File: src/rtl/basic_gate_pkg.sv
// Shared definitions for the basic gate unit: op encoding and default operand width.
package basic_gate_pkg;

    localparam int unsigned DefaultWidth = 1;

    typedef enum logic [1:0] {
        GATE_NOT  = 2'b00,
        GATE_NAND = 2'b01,
        GATE_NOR  = 2'b10,
        GATE_RSVD = 2'b11
    } gate_op_e;

endpackage

File: src/rtl/gate_slice.sv
// Combinational NOT/NAND/NOR of two operands plus op-selected result and reserved-op flag.
module gate_slice
    import basic_gate_pkg::*;
#(
    parameter int unsigned Width = DefaultWidth
) (
    input  logic [Width-1:0] a_i,
    input  logic [Width-1:0] b_i,
    input  gate_op_e         op_i,
    output logic [Width-1:0] y_not_o,
    output logic [Width-1:0] y_nand_o,
    output logic [Width-1:0] y_nor_o,
    output logic [Width-1:0] y_sel_o,
    output logic             err_o
);

    always_comb begin
        y_not_o  = ~a_i;
        y_nand_o = ~(a_i & b_i);
        y_nor_o  = ~(a_i | b_i);
        y_sel_o  = '0;
        err_o    = 1'b0;
        unique case (op_i)
            GATE_NOT:  y_sel_o = y_not_o;
            GATE_NAND: y_sel_o = y_nand_o;
            GATE_NOR:  y_sel_o = y_nor_o;
            GATE_RSVD: err_o   = 1'b1;
            default:   err_o   = 1'b1;
        endcase
    end

endmodule

File: src/rtl/basic_gate_unit.sv
// Registered NOT/NAND/NOR unit with selected result and valid qualifier.
// Optional all_zero/all_one status of y_sel when BASIC_GATE_UNIT_FLAGS_EN is defined.
module basic_gate_unit
    import basic_gate_pkg::*;
#(
    parameter int unsigned WIDTH = DefaultWidth
) (
    input  logic             clk,
    input  logic             rst_n,
    input  logic             in_valid,
    input  logic [WIDTH-1:0] a,
    input  logic [WIDTH-1:0] b,
    input  logic [1:0]       op,
    output logic [WIDTH-1:0] y_not,
    output logic [WIDTH-1:0] y_nand,
    output logic [WIDTH-1:0] y_nor,
    output logic [WIDTH-1:0] y_sel,
    output logic             out_valid,
    output logic             op_err
`ifdef BASIC_GATE_UNIT_FLAGS_EN
    ,
    output logic             all_zero,
    output logic             all_one
`endif
);

    logic [WIDTH-1:0] not_d, nand_d, nor_d, sel_d;
    logic             err_d;

    logic [WIDTH-1:0] not_q, nand_q, nor_q, sel_q;
    logic             err_q, valid_q;

    gate_slice #(
        .Width (WIDTH)
    ) u_gate_slice (
        .a_i      (a),
        .b_i      (b),
        .op_i     (gate_op_e'(op)),
        .y_not_o  (not_d),
        .y_nand_o (nand_d),
        .y_nor_o  (nor_d),
        .y_sel_o  (sel_d),
        .err_o    (err_d)
    );

    // Result registers load only on valid samples, so idle-cycle inputs never reach outputs.
    always_ff @(posedge clk) begin
        if (!rst_n) begin
            not_q   <= '0;
            nand_q  <= '0;
            nor_q   <= '0;
            sel_q   <= '0;
            err_q   <= 1'b0;
            valid_q <= 1'b0;
        end else begin
            valid_q <= in_valid;
            if (in_valid) begin
                not_q  <= not_d;
                nand_q <= nand_d;
                nor_q  <= nor_d;
                sel_q  <= sel_d;
                err_q  <= err_d;
            end
        end
    end

    assign y_not     = not_q;
    assign y_nand    = nand_q;
    assign y_nor     = nor_q;
    assign y_sel     = sel_q;
    assign op_err    = err_q;
    assign out_valid = valid_q;

`ifdef BASIC_GATE_UNIT_FLAGS_EN
    logic all_zero_q, all_one_q;

    always_ff @(posedge clk) begin
        if (!rst_n) begin
            all_zero_q <= 1'b1;
            all_one_q  <= 1'b0;
        end else if (in_valid) begin
            all_zero_q <= (sel_d == '0);
            all_one_q  <= (sel_d == '1);
        end
    end

    assign all_zero = all_zero_q;
    assign all_one  = all_one_q;
`endif

endmodule

File: config.mk
export PLATFORM = sky130hd
export DESIGN_NAME = basic_gate_unit
export DESIGN_NICKNAME = d
export VERILOG_FILES = /design/src/rtl/basic_gate_pkg.sv /design/src/rtl/gate_slice.sv /design/src/rtl/basic_gate_unit.sv
export SDC_FILE = /design/constraint.sdc
export NUM_CORES = 1
export LEC_CHECK = 0
export CAP_MARGIN = 40
export CORE_AREA = 2 2 39 41
export DETAILED_ROUTE_END_ITERATION = 7
export DIE_AREA = 0 0 41 43
export HOLD_SLACK_MARGIN = 0.08
export PLACE_DENSITY_LB_ADDON = 0.25
export SLEW_MARGIN = 15
export SYNTH_ARGS = -nofsm -noshare
export SYNTH_HDL_FRONTEND = slang
export SYNTH_SLANG_ARGS = --single-unit
File: constraint.sdc
create_clock -name clk -period 0.8 [get_ports clk]
set_clock_uncertainty 0.05 [all_clocks]
set_input_delay 0.16 -clock clk [delete_from_list [all_inputs] [get_ports clk]]
set_output_delay 0.16 -clock clk [all_outputs]
set_load 0.05 [all_outputs]
Yosys cells after proc, flatten, opt, wreduce, memory -nomap -nowiden:

Cells that the tools add are included.

* register bits after elaboration: 6
* input port bits: 7

* bitwise operators: 5
* reduce and logical (&&, ||, !) cells: 1
* eq/ne operators: 3
* mux-type cells: 2

Operators by type and width (count)
* == test 2 bit (second input constant): 2
* inverter 1 bit: 3
* one-hot mux 1 bit (3 select lines): 1
* == test 2 x 1 -> 1 bit (second input constant): 1
* logical NOT 2 bit: 1
* AND 1 bit: 1
* two-way mux 1 bit: 1
* bitwise OR 1 bit: 1

Longest topological paths before layout:

* word-level depth: 3
* depth in mapped cells: 3
* gate-level depth less buffers: 3

Hierarchy:

Synthesis repeated with hierarchy kept, for this count alone.

* cell total of the unflattened synthesis: 26
* area, all modules: 259.0 µm²

Modules (own cells, without submodules)
* basic_gate_unit: cells an instance 18, area an instance 220.2 µm², instances 1
* gate_slice: cells an instance 8, area an instance 38.8 µm², instances 1

Worst setup path after synthesis:

OpenSTA, ideal clock, no wires.

* path type: register to register
* from: register, netlist name y_nand
* to: register nand_q (netlist: y_nand)
* buffers on the path: 0
* path slack: -0.184 ns
* required time: 0.676 ns
* cell stages (with the launch flop): 3
* arrival: 0.860 ns
* period minus slack after synthesis: 0.984 ns
* setup time: 0.074 ns
* path through: dfxtp_1 > o21ai_0 > a31oi_1

RTL lines
* end signal: assignment: RTL line basic_gate_unit.sv:59 `nand_q <= nand_d;`
* end: declaration: RTL line basic_gate_unit.sv:30 `logic [WIDTH-1:0] not_q, nand_q, nor_q, sel_q;`

Worst setup path in the final report:

* from: register err_q (netlist: op_err)
* to: output port op_err

RTL lines
* start: declaration: RTL line basic_gate_unit.sv:31 `logic err_q, valid_q;`
* start signal: assignment: RTL line basic_gate_unit.sv:62 `err_q <= err_d;`
* end: declaration: RTL line basic_gate_unit.sv:19 `output logic op_err`

No word-level cell between the ends.

==> summary.txt <==
GRT
  – Total Routing Usage GR: 0.0908
  – Initial antenna violation count: 0
  – First-pass GRT wire length: 952 microns
  – Vias in the first global route: 228
  – GRT overflow: 0
  – Largest net degree at the start of global routing: 10

Critical path
  – Slowest stage delay, CP: 0.35 ns
  – RR Startpoint: y_nand
  – Req. time, crit path: 0.59 ns
  – Crit-path leading delay family: flip-flops
  – Critical path, cell by cell: buf_12
  – Crit path DAT: 0.74 ns
  – Worst Path Max Fanout: 2
  – Worst Path Buf+Inv: 1
  – Crit path capture type: output pin
  – CP max stage cell: dfxtp_4
  – Reg-to-reg setup timing slack: 0.07 ns
  – Worst Reg-to-Reg Cells: 2
  – Startpoint type of the worst setup path: flop
  – Crit Path Class: flop to output pin
  – Worst r2r dst: y_nand

Route
  – Final ANT Viol Nets: 0
  – Drt first pass iters: 1
  – WL final: 625 microns
  – WL/cell: 11.4 microns
  – Initial DRC count: 0
  – Drt drc: 0
  – Via-to-Cell Ratio: 4.07
  – Vias: 224

Layout
  – Fillers: 151
  – Final #Nets: 47
  – Post-layout util: 0.347
  – Area growth syn-to-layout: 110%
  – Post-route cell area: 480 sq um
  – Ant. Diodes: 0
  – Share of post-route cells with drive strength above 1: 0.487
  – Most common cell after layout, fill and taps aside: buf_12
  – Most frequent cells in the layout: buf_12, dfxtp_2, dlygate4sd2_1

Clock network
  – Clock sink count: 6
  – Worst skew pair latency: 0.26 ns
  – Clock-pin slew on the worst setup and hold paths: 0.06 ns
  – Hold Buf Count CTS: 0
  – TritonCTS clock tree: yes
  – CTS max path bufs: 2
  – Root buffer cell: clkbuf_4
  – CTS H-tree lvls: 1
  – CTS buffer count: 3

STA
  – WHS: 0.245 ns
  – Maximum clock frequency: 1050 MHz
  – Final setup fails: 6
  – Min Clock Period, post-route: 0.954 ns
  – Crit share post-route: 1.19
  – Final setup margin: -0.154 ns
  – Setup TNS: -0.839 ns
  – Final hold vios: 0
  – RSZ-0062 raised after global routing: true
  – Rel. slew slack: 0.806
  – Worst Max-Slew Pin Slew: 0.291 ns
  – Pins Over Slew Limit: 0

Job
  – Max-cap violations: 0

Power
  – Cell Pwr Density: 1800 mW/mm^2
  – Worst vdd ir: 671 uV
  – Static leakage: 0.205 nW

Min path
  – Worst hold start: b
  – Worst Hold Depth: 2
  – Worst hold-check path type: input port to flop
  – Hold EP: y_nand

Logic synthesis
  – Mean post-synth cell area: 10.4 sq um
  – #FFs+latches synth: 6
  – Yosys cell types: 16
  – Synthesized instance count: 22
  – YS warnings: 0
  – Syn Nets: 29
  – Synth Cell Area: 229 sq um
  – Seq/Total Area, Yosys: 0.525

Floorplan
  – I/O pin cnt: 13
  – Initial Utilization: 0.165
  – Die W: 41 microns
  – Row Count: 14
  – Die ar.: 0.00176 sq mm
  – Die Y: 43 microns
  – Core Area: 0.00138 sq mm

Outcome
  – Failing checks: negative setup slack
  – Status: complete, but fails checks

Placed design
  – Port buffer count: 12
  – Placed cell area: 448 sq um
  – Gpl congestion: 0.738
  – DP Worst Slack: -0.585 ns
-- worst max-delay path by stage --
stage | startpoint | to | slack (ns) | cells after the start
2_1_floorplan | y_nand | y_nand | -0.02 | 2
3_3_place_gp | op[0] | y_sel | -0.54 | 4
3_5_place_dp | op[0] | y_sel | -0.59 | 4
4_1_cts | op_err | op_err | -0.16 | 1
5_1_grt | y_nor | y_nor | -0.17 | 1
6_report | op_err | op_err | -0.15 | 1
-- final cells by class --
cell class                      instances  area [sq um]  area share
Multi-Input combinational cell         15           110       0.229
Clock buffer                            4          26.3      0.0547
Timing Repair Buffer                   14           194       0.404
Sequential cell                         6           130       0.271
Tap cell                               16          20.0      0.0417
-- power by group --
group | internal [mW] | switching (mW)
clock network | 0.190 | 0.127
logic | 0.111 | 0.100
registers | 0.318 | 0.0168
-- cell usage after synthesis --
| cell type | instances | area share |
|---|---|---|
| a21boi_0 | 1 | 0.033 |
| o22ai_1 | 1 | 0.027 |
| nand3_1 | 1 | 0.022 |
| and2_1 | 1 | 0.027 |
| nor2_1 | 1 | 0.016 |
| nand2b_1 | 1 | 0.027 |
| nor2b_1 | 1 | 0.027 |
| o21ai_0 | 1 | 0.022 |
| a31oi_1 | 1 | 0.027 |
| mux2_4 | 1 | 0.066 |
| dfxtp_1 | 6 | 0.52 |
| buf_2 | 1 | 0.022 |
| o2bb2ai_1 | 1 | 0.038 |
| o211a_1 | 1 | 0.044 |
| nand2_1 | 2 | 0.033 |
| mux2i_1 | 1 | 0.044 |
-- state kept, by name, indices dropped and copies added (netlist names) --
| register | cells |
|---|---|
| y_not | 1 |
| y_sel | 1 |
| out_valid | 1 |
| y_nand | 1 |
| y_nor | 1 |
| op_err | 1 |
-- cells by family (layout without fill, tap and decap cells) --
logic type	Yosys count	in the layout	synth area share
simple gates	7	7	0.153
compound gates	6	6	0.191
flops	6	6	0.525
mux	2	2	0.109
buf+inv	1	18	0.0218
-- layer usage --
layer,GRT usage,wire [microns],share of wire
met5,0,0,0
met4,0.120,10,0.016
met3,0.0366,36,0.058
met1,0.0882,238,0.38
met2,0.119,340,0.54
-- metrics by stage --
step | total power [mW] | std cells
floorplan | 0.427 | 22
global placement | 0.554 | 51
detailed placement | 0.556 | 51
CTS | 0.878 | 55
global route | 0.890 | 55
finish | 0.864 | 55
-- what timing repair did --
item	in CTS	in global routing
buffers inserted	0	0
endpoints found under the hold margin	0	0
gates resized for setup	9	2
endpoints found under the setup margin	12	7
pin swaps	1	1
Power figures use the tool's default switching activity.
